`config.mk`:
```
export PLATFORM = sky130hd
export DESIGN_NAME = bp_cfg_loader
export DESIGN_NICKNAME = d
export VERILOG_FILES = /design/src/rtl/bp_cfg_loader_pkg.sv /design/src/rtl/bp_cfg_loader_ucode_fetch.sv /design/src/rtl/bp_cfg_loader.sv
export SDC_FILE = /design/constraint.sdc
export NUM_CORES = 1
export LEC_CHECK = 0
export ABC_AREA = 1
export CAP_MARGIN = 20
export CORE_ASPECT_RATIO = 0.9
export CORE_MARGIN = 4
export CORE_UTILIZATION = 44
export DETAILED_ROUTE_END_ITERATION = 8
export PLACE_DENSITY = 0.92
export SLEW_MARGIN = 20
export SYNTH_ARGS = -nofsm -noshare
export SYNTH_HDL_FRONTEND = slang
export SYNTH_SLANG_ARGS = --single-unit
```
`constraint.sdc`:
```
create_clock -name clk_i -period 1.55 [get_ports clk_i]
set_input_delay 0.2325 -clock clk_i [delete_from_list [all_inputs] [get_ports clk_i]]
set_output_delay 0.2325 -clock clk_i [all_outputs]
set_load 0.05 [all_outputs]
```
`src/rtl/bp_cfg_loader_pkg.sv`:
```
// bp_cfg_loader_pkg
//   Shared definitions for the boot-time cfg loader: cfg register addresses,
//   the CCE mode encoding, the loader FSM state encoding and a width helper
//   that never returns 0 (so single-core / single-entry builds stay legal).
package bp_cfg_loader_pkg;

    localparam logic [15:0] freeze_addr     = 16'h0002;
    localparam logic [15:0] cce_mode_addr   = 16'h0004;
    localparam logic [15:0] ucode_base_addr = 16'h8000;

    typedef enum logic [0:0] {
        e_cce_mode_uncached = 1'b0,
        e_cce_mode_normal   = 1'b1
    } bp_cce_mode_e;

    typedef enum logic [2:0] {
        e_idle,
        e_freeze,
        e_fetch,
        e_wait,
        e_ucode,
        e_mode,
        e_unfreeze,
        e_done
    } bp_cfg_state_e;

    // Counter width that is at least 1 bit even for a count of 1.
    function automatic int unsigned safe_clog2(input int unsigned n);
        return (n <= 1) ? 1 : $clog2(n);
    endfunction

endpackage

```
`src/rtl/bp_cfg_loader_ucode_fetch.sv`:
```
// bp_cfg_loader_ucode_fetch
//   Microcode ROM reader for the cfg loader. Owns the entry index, the ROM
//   read strobe and the one-entry holding register.
//   Ports:
//     clk_i, reset_n_i  clock, async active-low reset
//     clear_i           restart the entry index at 0
//     fetch_i           issue a ROM read at the current index this cycle
//     yumi_i            held entry consumed; advance index unless last
//     ucode_v_o/addr_o  ROM read strobe and index
//     ucode_data_i      ROM data, valid the cycle after the strobe
//     v_o, data_o       holding register valid and contents
//     cnt_o, last_o     current index and "index is the final entry"
module bp_cfg_loader_ucode_fetch
    import bp_cfg_loader_pkg::*;
#(
    parameter  int unsigned num_cce_instr_ram_els = 256,
    parameter  int unsigned cfg_data_width        = 32,
    localparam int unsigned cnt_width             = safe_clog2(num_cce_instr_ram_els)
) (
    input  logic                      clk_i,
    input  logic                      reset_n_i,
    input  logic                      clear_i,
    input  logic                      fetch_i,
    input  logic                      yumi_i,
    output logic                      ucode_v_o,
    output logic [cnt_width-1:0]      ucode_addr_o,
    input  logic [cfg_data_width-1:0] ucode_data_i,
    output logic                      v_o,
    output logic [cfg_data_width-1:0] data_o,
    output logic [cnt_width-1:0]      cnt_o,
    output logic                      last_o
);

    localparam logic [cnt_width-1:0] last_idx = cnt_width'(num_cce_instr_ram_els - 1);

    logic                      pend_q;
    logic                      v_q,    v_d;
    logic [cfg_data_width-1:0] data_q, data_d;
    logic [cnt_width-1:0]      cnt_q,  cnt_d;

    always_comb begin
        v_d    = v_q;
        data_d = data_q;
        cnt_d  = cnt_q;
        // ROM data is only looked at in the cycle right after the strobe.
        if (pend_q) begin
            data_d = ucode_data_i;
            v_d    = 1'b1;
        end else if (yumi_i) begin
            v_d    = 1'b0;
        end
        if (clear_i) begin
            cnt_d = '0;
        end else if (yumi_i && !last_o) begin
            cnt_d = cnt_q + 1'b1;
        end
    end

    always_ff @(posedge clk_i or negedge reset_n_i) begin
        if (!reset_n_i) begin
            pend_q <= 1'b0;
            v_q    <= 1'b0;
            data_q <= '0;
            cnt_q  <= '0;
        end else begin
            pend_q <= fetch_i;
            v_q    <= v_d;
            data_q <= data_d;
            cnt_q  <= cnt_d;
        end
    end

    assign ucode_v_o    = fetch_i;
    assign ucode_addr_o = cnt_q;
    assign v_o          = v_q;
    assign data_o       = data_q;
    assign cnt_o        = cnt_q;
    assign last_o       = (cnt_q == last_idx);

endmodule

```
`src/rtl/bp_cfg_loader.sv`:
```
// bp_cfg_loader
//   Boot-time cfg sequencer: for each core, freeze it, stream the CCE
//   microcode into its instruction RAM and set CCE mode to normal; then
//   unfreeze every core in order.
//   Ports:
//     clk_i, reset_n_i     clock, async active-low reset
//     start_i              pulse to begin a load (ignored while busy)
//     ucode_v_o/addr_o     microcode ROM read strobe / index
//     ucode_data_i         ROM data, one cycle after the strobe
//     cfg_v_o/ready_i      cfg write valid/ready handshake
//     cfg_core/addr/data_o cfg write target core, address and data
//     busy_o, done_o       sequence running / finished (sticky until start)
module bp_cfg_loader
    import bp_cfg_loader_pkg::*;
#(
    parameter  int unsigned num_core              = 1,
    parameter  int unsigned num_cce_instr_ram_els = 256,
    parameter  int unsigned cfg_core_width        = 8,
    parameter  int unsigned cfg_addr_width        = 16,
    parameter  int unsigned cfg_data_width        = 32,
    localparam int unsigned ucode_cnt_width       = safe_clog2(num_cce_instr_ram_els),
    localparam int unsigned core_cnt_width        = safe_clog2(num_core)
) (
    input  logic                       clk_i,
    input  logic                       reset_n_i,
    input  logic                       start_i,
    output logic                       ucode_v_o,
    output logic [ucode_cnt_width-1:0] ucode_addr_o,
    input  logic [cfg_data_width-1:0]  ucode_data_i,
    output logic                       cfg_v_o,
    input  logic                       cfg_ready_i,
    output logic [cfg_core_width-1:0]  cfg_core_o,
    output logic [cfg_addr_width-1:0]  cfg_addr_o,
    output logic [cfg_data_width-1:0]  cfg_data_o,
    output logic                       busy_o,
    output logic                       done_o
);

    localparam logic [core_cnt_width-1:0] core_last_idx = core_cnt_width'(num_core - 1);

    bp_cfg_state_e               state_q, state_d;
    logic [core_cnt_width-1:0]   core_cnt_q, core_cnt_d;
    logic                        done_q, done_d;

    logic                        xfer;
    logic                        uc_clear, uc_fetch, uc_yumi, uc_v, uc_last;
    logic [cfg_data_width-1:0]   uc_data;
    logic [ucode_cnt_width-1:0]  uc_cnt;

    bp_cfg_loader_ucode_fetch #(
        .num_cce_instr_ram_els(num_cce_instr_ram_els),
        .cfg_data_width       (cfg_data_width)
    ) u_fetch (
        .clk_i       (clk_i),
        .reset_n_i   (reset_n_i),
        .clear_i     (uc_clear),
        .fetch_i     (uc_fetch),
        .yumi_i      (uc_yumi),
        .ucode_v_o   (ucode_v_o),
        .ucode_addr_o(ucode_addr_o),
        .ucode_data_i(ucode_data_i),
        .v_o         (uc_v),
        .data_o      (uc_data),
        .cnt_o       (uc_cnt),
        .last_o      (uc_last)
    );

    assign xfer = cfg_v_o && cfg_ready_i;

    // State register
    always_ff @(posedge clk_i or negedge reset_n_i) begin
        if (!reset_n_i) begin
            state_q    <= e_idle;
            core_cnt_q <= '0;
            done_q     <= 1'b0;
        end else begin
            state_q    <= state_d;
            core_cnt_q <= core_cnt_d;
            done_q     <= done_d;
        end
    end

    // Next state
    always_comb begin
        state_d    = state_q;
        core_cnt_d = core_cnt_q;
        done_d     = done_q;
        unique case (state_q)
            e_idle: if (start_i) begin
                state_d    = e_freeze;
                core_cnt_d = '0;
                done_d     = 1'b0;
            end
            e_freeze: if (xfer) state_d = e_fetch;
            e_fetch:  state_d = e_wait;
            e_wait:   state_d = e_ucode;
            e_ucode:  if (xfer) state_d = uc_last ? e_mode : e_fetch;
            e_mode: if (xfer) begin
                if (core_cnt_q == core_last_idx) begin
                    state_d    = e_unfreeze;
                    core_cnt_d = '0;
                end else begin
                    state_d    = e_freeze;
                    core_cnt_d = core_cnt_q + 1'b1;
                end
            end
            e_unfreeze: if (xfer) begin
                if (core_cnt_q == core_last_idx) state_d = e_done;
                else                             core_cnt_d = core_cnt_q + 1'b1;
            end
            e_done: begin
                done_d  = 1'b1;
                state_d = e_idle;
            end
            default: state_d = e_idle;
        endcase
    end

    // Outputs: cfg fields depend only on registered state, so they cannot
    // move while a write is stalled.
    always_comb begin
        cfg_v_o    = 1'b0;
        cfg_core_o = cfg_core_width'(core_cnt_q);
        cfg_addr_o = '0;
        cfg_data_o = '0;
        uc_fetch   = 1'b0;
        uc_clear   = 1'b0;
        uc_yumi    = 1'b0;
        busy_o     = 1'b1;
        done_o     = done_q;
        unique case (state_q)
            e_idle: busy_o = 1'b0;
            e_freeze: begin
                cfg_v_o    = 1'b1;
                cfg_addr_o = cfg_addr_width'(freeze_addr);
                cfg_data_o = cfg_data_width'(1);
                uc_clear   = xfer;
            end
            e_fetch: uc_fetch = 1'b1;
            e_wait:  ;
            e_ucode: begin
                cfg_v_o    = uc_v;
                cfg_addr_o = cfg_addr_width'(ucode_base_addr) + cfg_addr_width'(uc_cnt);
                cfg_data_o = uc_data;
                uc_yumi    = xfer;
            end
            e_mode: begin
                cfg_v_o    = 1'b1;
                cfg_addr_o = cfg_addr_width'(cce_mode_addr);
                cfg_data_o = cfg_data_width'(e_cce_mode_normal);
            end
            e_unfreeze: begin
                cfg_v_o    = 1'b1;
                cfg_addr_o = cfg_addr_width'(freeze_addr);
            end
            e_done: begin
                busy_o = 1'b0;
                done_o = 1'b1;
            end
            default: busy_o = 1'b0;
        endcase
    end

endmodule
```
# Word level (Yosys, flattened, before mapping)
# Index checks and enable logic that the tools add are counted.
# totals
input_bits	36
output_inout_bits	68
wordCells	67
regBits	47
# op_classes
n_eq_ne	15
reduce_logical	16
n_addsub	3
mux	26
# op_table
operator	n
case mux 32 bit (2 select lines)	1
case mux 16 bit (3 select lines)	1
two-way mux 3 bit	8
case mux 3 bit (8 select lines)	1
adder 16 x 8 -> 16 bit, first input constant	1
two-way mux 8 bit	2
equality test 3 bit, second input constant	4
!= test 2 bit, second input constant	6
two-way mux 1 bit	10
adder 8 x 1 -> 8 bit, second input constant	1
equality test 8 bit, second input constant	1
nonzero test 2 bit	4
OR reduction 2 bit	4
equality test 3 x 2 -> 1 bit, second input constant	2
case mux 1 bit (2 select lines)	3
AND reduction 6 bit	1
equality test 3 x 1 -> 1 bit, second input constant	1
logical NOT 3 bit	1
AND reduction 3 bit	1
OR reduction 3 bit	1
logical AND 1 bit	2
!= test 2 x 1 -> 1 bit, second input constant	1
AND reduction 2 bit	1
adder 1 bit, second input constant	1
logical NOT 1 bit	1

# Depth between registers and ports, before layout
# Gate-level depths: netlist of the first run.
# depth
word_depth	8
mapped_depth	9
depth_no_buf	9

# Hierarchy
# A second synthesis of the first run with hierarchy kept.
# unflattened
cells_unflattened	369
hier_area_um2	2806.4
# by_module_without_submodules
mod	n_inst	cells_each	area_each_um2	seq_area_each_um2
bp_cfg_loader_ucode_fetch	1	214	1800.5	1051.0
bp_cfg_loader	1	155	1006.0	100.1

# Worst setup path after synthesis of the first run
# Ideal clock, no wire load.
# synth_timing
kind	reg-to-output
startpoint	register state_q[1]
endpoint	output cfg_data_o[0]
path_buffers	1
stages_incl_launch_ff	7
required_ps	1317
arrival_ps	2214
path_slack_ps	-897
cell_sequence	dfrtp_1 nor2_4 inv_2 nor2_8 inv_4 buf_6 o21ai_0
# synth_between
elab_chain_len	3
elab_cells_between_ends	5
cone_classes	eq/ne (3); mux (1); reduce/logical (1)
# synth_lines
element	line	source
from (decl)	bp_cfg_loader.sv:41	bp_cfg_state_e state_q, state_d;
from (signal assigned)	bp_cfg_loader.sv:73	state_q <= e_idle;
from (signal assigned)	bp_cfg_loader.sv:77	state_q <= state_d;
equality test 3 bit or equality test 3 x 1 -> 1 bit (tied branches)	bp_cfg_loader.sv:131	unique case (state_q)
OR reduction 2 bit (no source line)	-	
case mux 32 bit (2 select lines) *	bp_cfg_loader.sv:131	
to (decl)	bp_cfg_loader.sv:34	output logic [cfg_data_width-1:0] cfg_data_o,
# Every way passes the cells marked *; elsewhere a longest branch is shown, timed or not.

# Worst setup path after layout of the first run
# layout_timing
startpoint	register state_q[1]
endpoint	output cfg_data_o[23]
# The elaborated chain is that of the path after synthesis.

==> flow_summary.ini, run 1 <==
[synth]
synth_seq_cells = 46
synth_xor_xnor_area_share_pct = 0.9901
netlist.top_cell.by_area = dfrtp_1
synth.top_cell.area_share_pct = 43.38
seq_total_area_yosys_pct = 43.38
simple_gate_portion_of_the_synthesized_area_pct = 31.02
netlist_area_sq_um = 2654
ys_top_cells_by_area = dfrtp_1 43%, nand2_1 10%, inv_1 7.2%
synthArstFlopShare_pct = 100.0
most_frequent_cells_after_synthesis = 74 x nand2_1, 51 x inv_1, 46 x dfrtp_1
synth.area.mux_share_pct = 0
post_synth_num_cell_types = 31
synth-edff-count = 0
top_reg_cell_synth = dfrtp_1
syn-mean-instance-area_sq_um = 8.140
synth_most_common_cell = nand2_1
yosys.area_share.adder_pct = 0.4715
synthCells = 326
yosysWarnings = 0
synth-compound-area-share_pct = 8.298
synth_top_family_by_area = simple AND/OR/NAND/NOR gates

[sta]
fin_ws_ps = -327.6
clock-skew-final_ps = 4.301
tightest_slew_ps = 566.2
finalCritPeriodShare_pct = 121.1
rsz0062_at_grt = true
clock.fmax_ghz = 0.5326
final_hold_violation_count = 0
timing.max_slew.rel_slack_pct = 62.25
final_period_minus_worst_setup_slack_ps = 1878
fin_hold_ws_ps = 459.3
final.setup.tns_ps = -11500
finalMaxSlewViolations = 0
setup_viol = 53

[critical_path]
critical_path_required_ps = 1320
cp_slowest_cell = dfrtp_2
worst-r2r-setup-slack_ps = -110
critical_path.max_fanout = 13
worstPathBufferInverterCount = 4
cp_top_family = buffers and inverters
setup.worst_path.start_class = register
cell_by_cell_trace_of_the_critical_path = nor2_4, inv_4, nor2_8, inv_8, buf_12, nor2_4, buf_12
max_stage_delay_ps = 440
critPathArrivalTime_ps = 1650
cp-end-kind = output port
worst-setup-path-type = reg -> out

[job]
timing.max_cap.violations = 0

[pwr]
power.total_mw = 9.162
clockPowerShare_pct = 12.0
power.sequential.fraction_pct = 22.0
power-per-cell-area_nw_per_um2 = 1961
worst_vdd_rail_ir_drop_v = 0.001664
power.switching_mw = 4.347
leakagePower_nw = 2.090
p_sw_share_pct = 47.44
p_int_mw = 4.816
pwr-share-comb_pct = 66.1

[clock_tree]
clkSinkCount = 46
cts_tree = built
cts-root-buf = clkbuf_8
clkLatencyLatePin_ps = 300
cts_made_buffers = 5
number_of_h_tree_levels = 2
worst_setup_hold_path_clk_slew_ps = 80
cts-root-to-sink-buffers = 2

[placed_design]
place_inst = 493
numPortBuffers = 88
post-dp-hpwl_um = 5526
gp_congestion = 0.8362

[layout]
final_core_utilization_pct = 81.14
num_antenna_cells = 0
area_added_between_synthesis_and_finish_pct = 76.05
final_cells = 507
num-nets-final = 473
layout-drive-gt1-share_pct = 37.07
layout.filler_cells = 327

[floorplanning]
pin_count = 104
row_count = 26
die-area_sq_um = 7339
core_sq_um = 5758
initial_utilization_pct = 46.09
die_width_um = 89.86
die_height_um = 81.68

[detailed_routing]
avgRoutedWirePerCell_um = 16.56
drt-total-wl_um = 8395
drt.antenna.violating_nets = 0
drt_first_iter_violations = 119
number_of_detailed_routing_iterations_run_before_antenna_repair = 4
detail_route.vias_per_cell = 5.067
route.vias.total = 2569
detail_route.drc_violations = 0

[run_status]
violations_in_the_final_reports = negative setup slack
outcome = finished, violations left

[grt]
grt_antenna_before_repair = 0
gr-total-overflow = 0
grt_start_max_net_pins = 57
wire_length_of_the_first_global_routing_pass_um = 12780
vias_in_the_first_global_route = 2624
grt.total_usage_pct = 22.07

[min_path]
min-delay-path-class = in -> async
-- power groups by stage --
stage / Combinational (mW) / Sequential, mW / Clock, mW
2_1_floorplan: 3.24 / 2.06 / 0
3_3_place_gp: 5.31 / 1.97 / 0
3_5_place_dp: 5.46 / 2.01 / 0
4_1_cts: 5.86 / 1.98 / 1.11
5_1_grt: 6.43 / 2.07 / 1.15
6_report: 6.05 / 2.01 / 1.10
-- flip-flops by register name, summed over array words and instances, names as in the netlist --
register / flops
u_fetch.pend_q: 1
done_q: 1
u_fetch.data_o: 32
state_q: 3
u_fetch.v_o: 1
u_fetch.cnt_o: 8
-- final timing paths --
check | cells past startpoint | from | end
worst max-delay path | 7 | state_q[1] | cfg_data_o[23]
worst min-delay path | 2 | reset_n_i | u_fetch.data_o[0]
worst max register to register | 10 | state_q[1] | u_fetch.cnt_o[2]
worst min register to register | 2 | u_fetch.data_o[26] | u_fetch.data_o[26]
max in group asynchronous | 3 | reset_n_i | u_fetch.data_o[13]
min in group clk_i | 3 | ucode_data_i[3] | u_fetch.data_o[3]
-- kinds of logic after synthesis --
| family | Yosys count |
|---|---|
| simple gates | 150 |
| buf+inv | 82 |
| flops | 46 |
| compound gates | 43 |
| xor+xnor | 3 |
| fa+ha+maj | 1 |
| other cells | 1 |
-- worst register-to-register path: stages, from the launching register on --
cell	delay [ps]
dfrtp_2	440
nor2_4	160
inv_4	70
nor2_8	120
buf_6	120
buf_6	110
buf_6	110
nand4_4	160
nand2_4	150
nand2_1	70
nand2_1	90
-- cells in the final DEF, fill, tap and decap left out, types with 2 or more instances in the layout --
master / Yosys / layout
nor2_4: 16 / 37
dfrtp_1: 46 / 39
a21oi_1: 3 / 3
o21ai_0: 37 / 36
nand2_2: 1 / 3
inv_1: 51 / 49
nand2_1: 74 / 69
nor2_1: 13 / 3
dfrtp_2: 0 / 7
inv_2: 3 / 2
nor2_2: 16 / 5
nand3_1: 20 / 17
nand2_4: 1 / 4
xor2_1: 3 / 3
nand4_1: 3 / 3
conb_1: 1 / 15
buf_12: 1 / 55
nand3_4: 1 / 3
nand3_2: 1 / 2
buf_4: 15 / 16
clkbuf_8: 0 / 6
buf_6: 3 / 6
inv_4: 1 / 2
clkdlybuf4s50_1: 0 / 34
bufinv_16: 0 / 2
-- layer usage --
layer,up-vias,global-route usage (%),wire [um]
met5,-,0,0
met4,0,9.633,258
met3,32,4.487,442
met2,120,42.57,4590
met1,1225,23.93,3103
li1,1192,-,-
-- through the flow --
stage | worst slack [ps] | instance area (sq um)
floorplan | -259.1 | 2846
global placement | 50.30 | 4328
detailed placement | -4.524 | 4328
CTS | -317.1 | 4609
global route | -386.6 | 4672
finish | -327.6 | 4672
-- layout make-up --
type                            count  area [sq um]  share of cell area (%)
Clock buffer                        6         82.58                   1.768
Clock inverter                      2         60.06                   1.285
Inverter                           55         224.0                   4.794
Multi-Input combinational cell    213          1374                   29.41
Sequential cell                    46          1160                   24.83
Tap cell                           70         87.58                   1.875
Timing Repair Buffer              115          1684                   36.05
-- what timing repair did --
item | CTS | global route
endpoints found under the setup margin | 45 | 57
setup buffers | 5 | 2
hold buffers | 1 | 0
pin swaps | 4 | 6
resized for setup | 26 | 15
cloned | 0 | 1
hold endpoints to repair | 22 | 0
No activity file was read; power rests on OpenSTA's default activity.
==> inputs of run 2 (changes only) <==
- PLACE_DENSITY: 0.92 -> 0.85
==> run 2 against run 1 <==
The flow still finishes with violations (negative setup slack). Sequential cell count stayed put. Via count rose by 1.5%. Critical path depth down 2. Hold slack got worse by 43 ps. Fmax up 2.4%. Global-route usage increased by 1.0 points. Cell count increased by 0.99%. Wire length is 3.9% higher. Critical endpoint is now cfg_addr_o[1]. Largest cell class unchanged. First-iteration DRC count down 7.6%. Non-clock buffer count increased by 5. Critical path type unchanged. Die area did not move. Count of clock-buffer cells in the layout is 1 lower.
==> flow_summary.ini, run 2 (same netlist as run 1, synthesis figures left out) <==
[run_status]
outcome = finished, violations left
violations_in_the_final_reports = negative setup slack

[critical_path]
cp_slowest_cell = dfrtp_2
critical_path_required_ps = 1320
r2r_end = u_fetch.cnt_o[2]
cp_top_family = buffers and inverters
critical_path.max_fanout = 3
cell_by_cell_trace_of_the_critical_path = buf_6, inv_2, nand2_4, o211ai_1, clkbuf_16
critPathArrivalTime_ps = 1600
max_stage_delay_ps = 430
r2r_start = state_q[1]
worst-setup-path-type = reg -> out
setup.worst_path.start_class = register
cp-end-kind = output port
worst-r2r-setup-slack_ps = -70
worstPathBufferInverterCount = 3
r2r_cells = 10

[pwr]
pwr-share-comb_pct = 68.9
power.switching_mw = 4.466
power.sequential.fraction_pct = 22.8
worst_vdd_rail_ir_drop_v = 0.001852
power-per-cell-area_nw_per_um2 = 1920
p_sw_share_pct = 49.56
p_int_mw = 4.545
leakagePower_nw = 2.097
clockPowerShare_pct = 8.3

[layout]
num-nets-final = 478
largest_reg_flops = 32
num_antenna_cells = 0
layout-drive-gt1-share_pct = 40.27
final_cells = 512
area_added_between_synthesis_and_finish_pct = 76.80
post-route-cell-area_sq_um = 4692
final_common_cell = nand2_1
commonest_non_fill_non_tap_cells_in_the_layout = 58 x nand2_1, 54 x buf_12, 49 x inv_1

[grt]
gr-total-overflow = 0
vias_in_the_first_global_route = 2572
grt_start_max_net_pins = 46
wire_length_of_the_first_global_routing_pass_um = 13210
grt_antenna_before_repair = 0
grt.total_usage_pct = 23.07

[floorplanning]
initial_utilization_pct = 46.09
row_count = 26
die_height_um = 81.68
pin_count = 104
core_sq_um = 5758
die-area_sq_um = 7339
die_width_um = 89.86

[detailed_routing]
detail_route.drc_violations = 0
avgRoutedWirePerCell_um = 17.04
drt-total-wl_um = 8724
drt.antenna.violating_nets = 0
route.vias.total = 2608
detail_route.vias_per_cell = 5.094
drt_first_iter_violations = 110
number_of_detailed_routing_iterations_run_before_antenna_repair = 5

[sta]
fin_ws_ps = -282.9
clock-skew-final_ps = 8.312
final_hold_violation_count = 0
clock.fmax_ghz = 0.5456
final.setup.tns_ps = -10740
final_period_minus_worst_setup_slack_ps = 1833
finalMaxSlewViolations = 0
rsz0062_at_grt = true
finalCritPeriodShare_pct = 118.3
setup_viol = 52

[placed_design]
detailed_place.area_sq_um = 4295
place_inst = 492
post-dp-hpwl_um = 5945
gp_congestion = 0.8765
numPortBuffers = 88

[clock_tree]
cts-root-buf = clkbuf_8
cts-root-to-sink-buffers = 2
worst_setup_hold_path_clk_slew_ps = 90
cts_tree = built
clkLatencyLatePin_ps = 310
clkSinkCount = 46
cts_made_buffers = 5
number_of_h_tree_levels = 2

[min_path]
min-delay-path-class = in -> async

[job]
timing.max_cap.violations = 0
## run 2: cell types whose count changed in the layout (fill, tap and decap cells not counted), moves of 2 or more
cell and change:
nor2_4 +3, inv_4 -2, nor2_2 -4, buf_4 +6
nand2_2 +10, nand2_1 -11, bufinv_16 -2, inv_2 +2
## run 2: area by class of cell
class / count / area (sq um)
clock buffer: 5 / 68.82
clock inverter: 3 / 21.27
fill: 328 / 1066
inverter: 55 / 216.5
multi-input combinational: 213 / 1429
sequential: 46 / 1160
tap: 70 / 87.58
timing repair buffer: 120 / 1709
## run 2: worst max-delay path by stage
stage,from,endpoint,cells after the start
6_report,state_q[1],cfg_addr_o[1],5
5_1_grt,state_q[1],cfg_data_o[5],7
4_1_cts,state_q[1],cfg_data_o[5],7
3_5_place_dp,state_q[1],cfg_addr_o[1],5
3_3_place_gp,state_q[0],cfg_data_o[0],7
2_1_floorplan,state_q[0],cfg_addr_o[3],7
## run 2: power by group through the flow
stage	combinational [mW]	sequential (mW)	clock [mW]
floorplan	3.24	2.06	0
global placement	5.26	2.01	0
detailed placement	5.41	2.05	0
CTS	5.89	2.03	0.769
global route	6.57	2.10	0.815
finish	6.21	2.06	0.748
## run 2: per-stage QoR
stage / util [%] / hold slack, ps / power [mW] / worst slack [ps]
final: 81.49 / 416.3 / 9.011 / -282.9
after global routing: 81.49 / 426.6 / 9.487 / -357.0
after CTS: 79.51 / 404.3 / 8.694 / -290.5
after detailed placement: 74.60 / 192.0 / 7.463 / 16.79
after global placement: 74.60 / 174.3 / 7.264 / 70.15
after floorplan: - / -63.09 / 5.301 / -259.1
## run 2: what timing repair did
| item | CTS | global route |
|---|---|---|
| pin swaps | 5 | 5 |
| cloned | 0 | 1 |
| hold endpoints to repair | 15 | 0 |
| hold buffers | 1 | 0 |
| setup endpoints to repair | 45 | 57 |
| buffers inserted | 8 | 4 |
| resized for setup | 30 | 26 |
## run 2: worst register-to-register path, cell delays in order, from the launching register on
cell	delay, ps
dfrtp_2	430
nor2_4	120
inv_2	70
nor2_8	130
buf_4	130
buf_4	100
buf_4	150
nand4_4	140
nand2_4	180
nand2_2	70
nand2_2	50
## run 2: metal layers
metal  GRT usage [%]  routed length (um)  part of all wire [%]  vias to the layer above
met5               0                   0                     0                        -
met4           7.339                 279                   3.2                        0
met3           5.861                 712                   8.2                       35
met2           43.24                4566                    52                      145
met1           26.27                3166                    36                     1222
li1                -                   -                     -                     1206
==> inputs of run 3 (changes only) <==
- CTS_CLUSTER_DIAMETER: not set -> 60
==> results of run 3 <==
The final DEF is identical to that of run 2; final timing and power are the same.
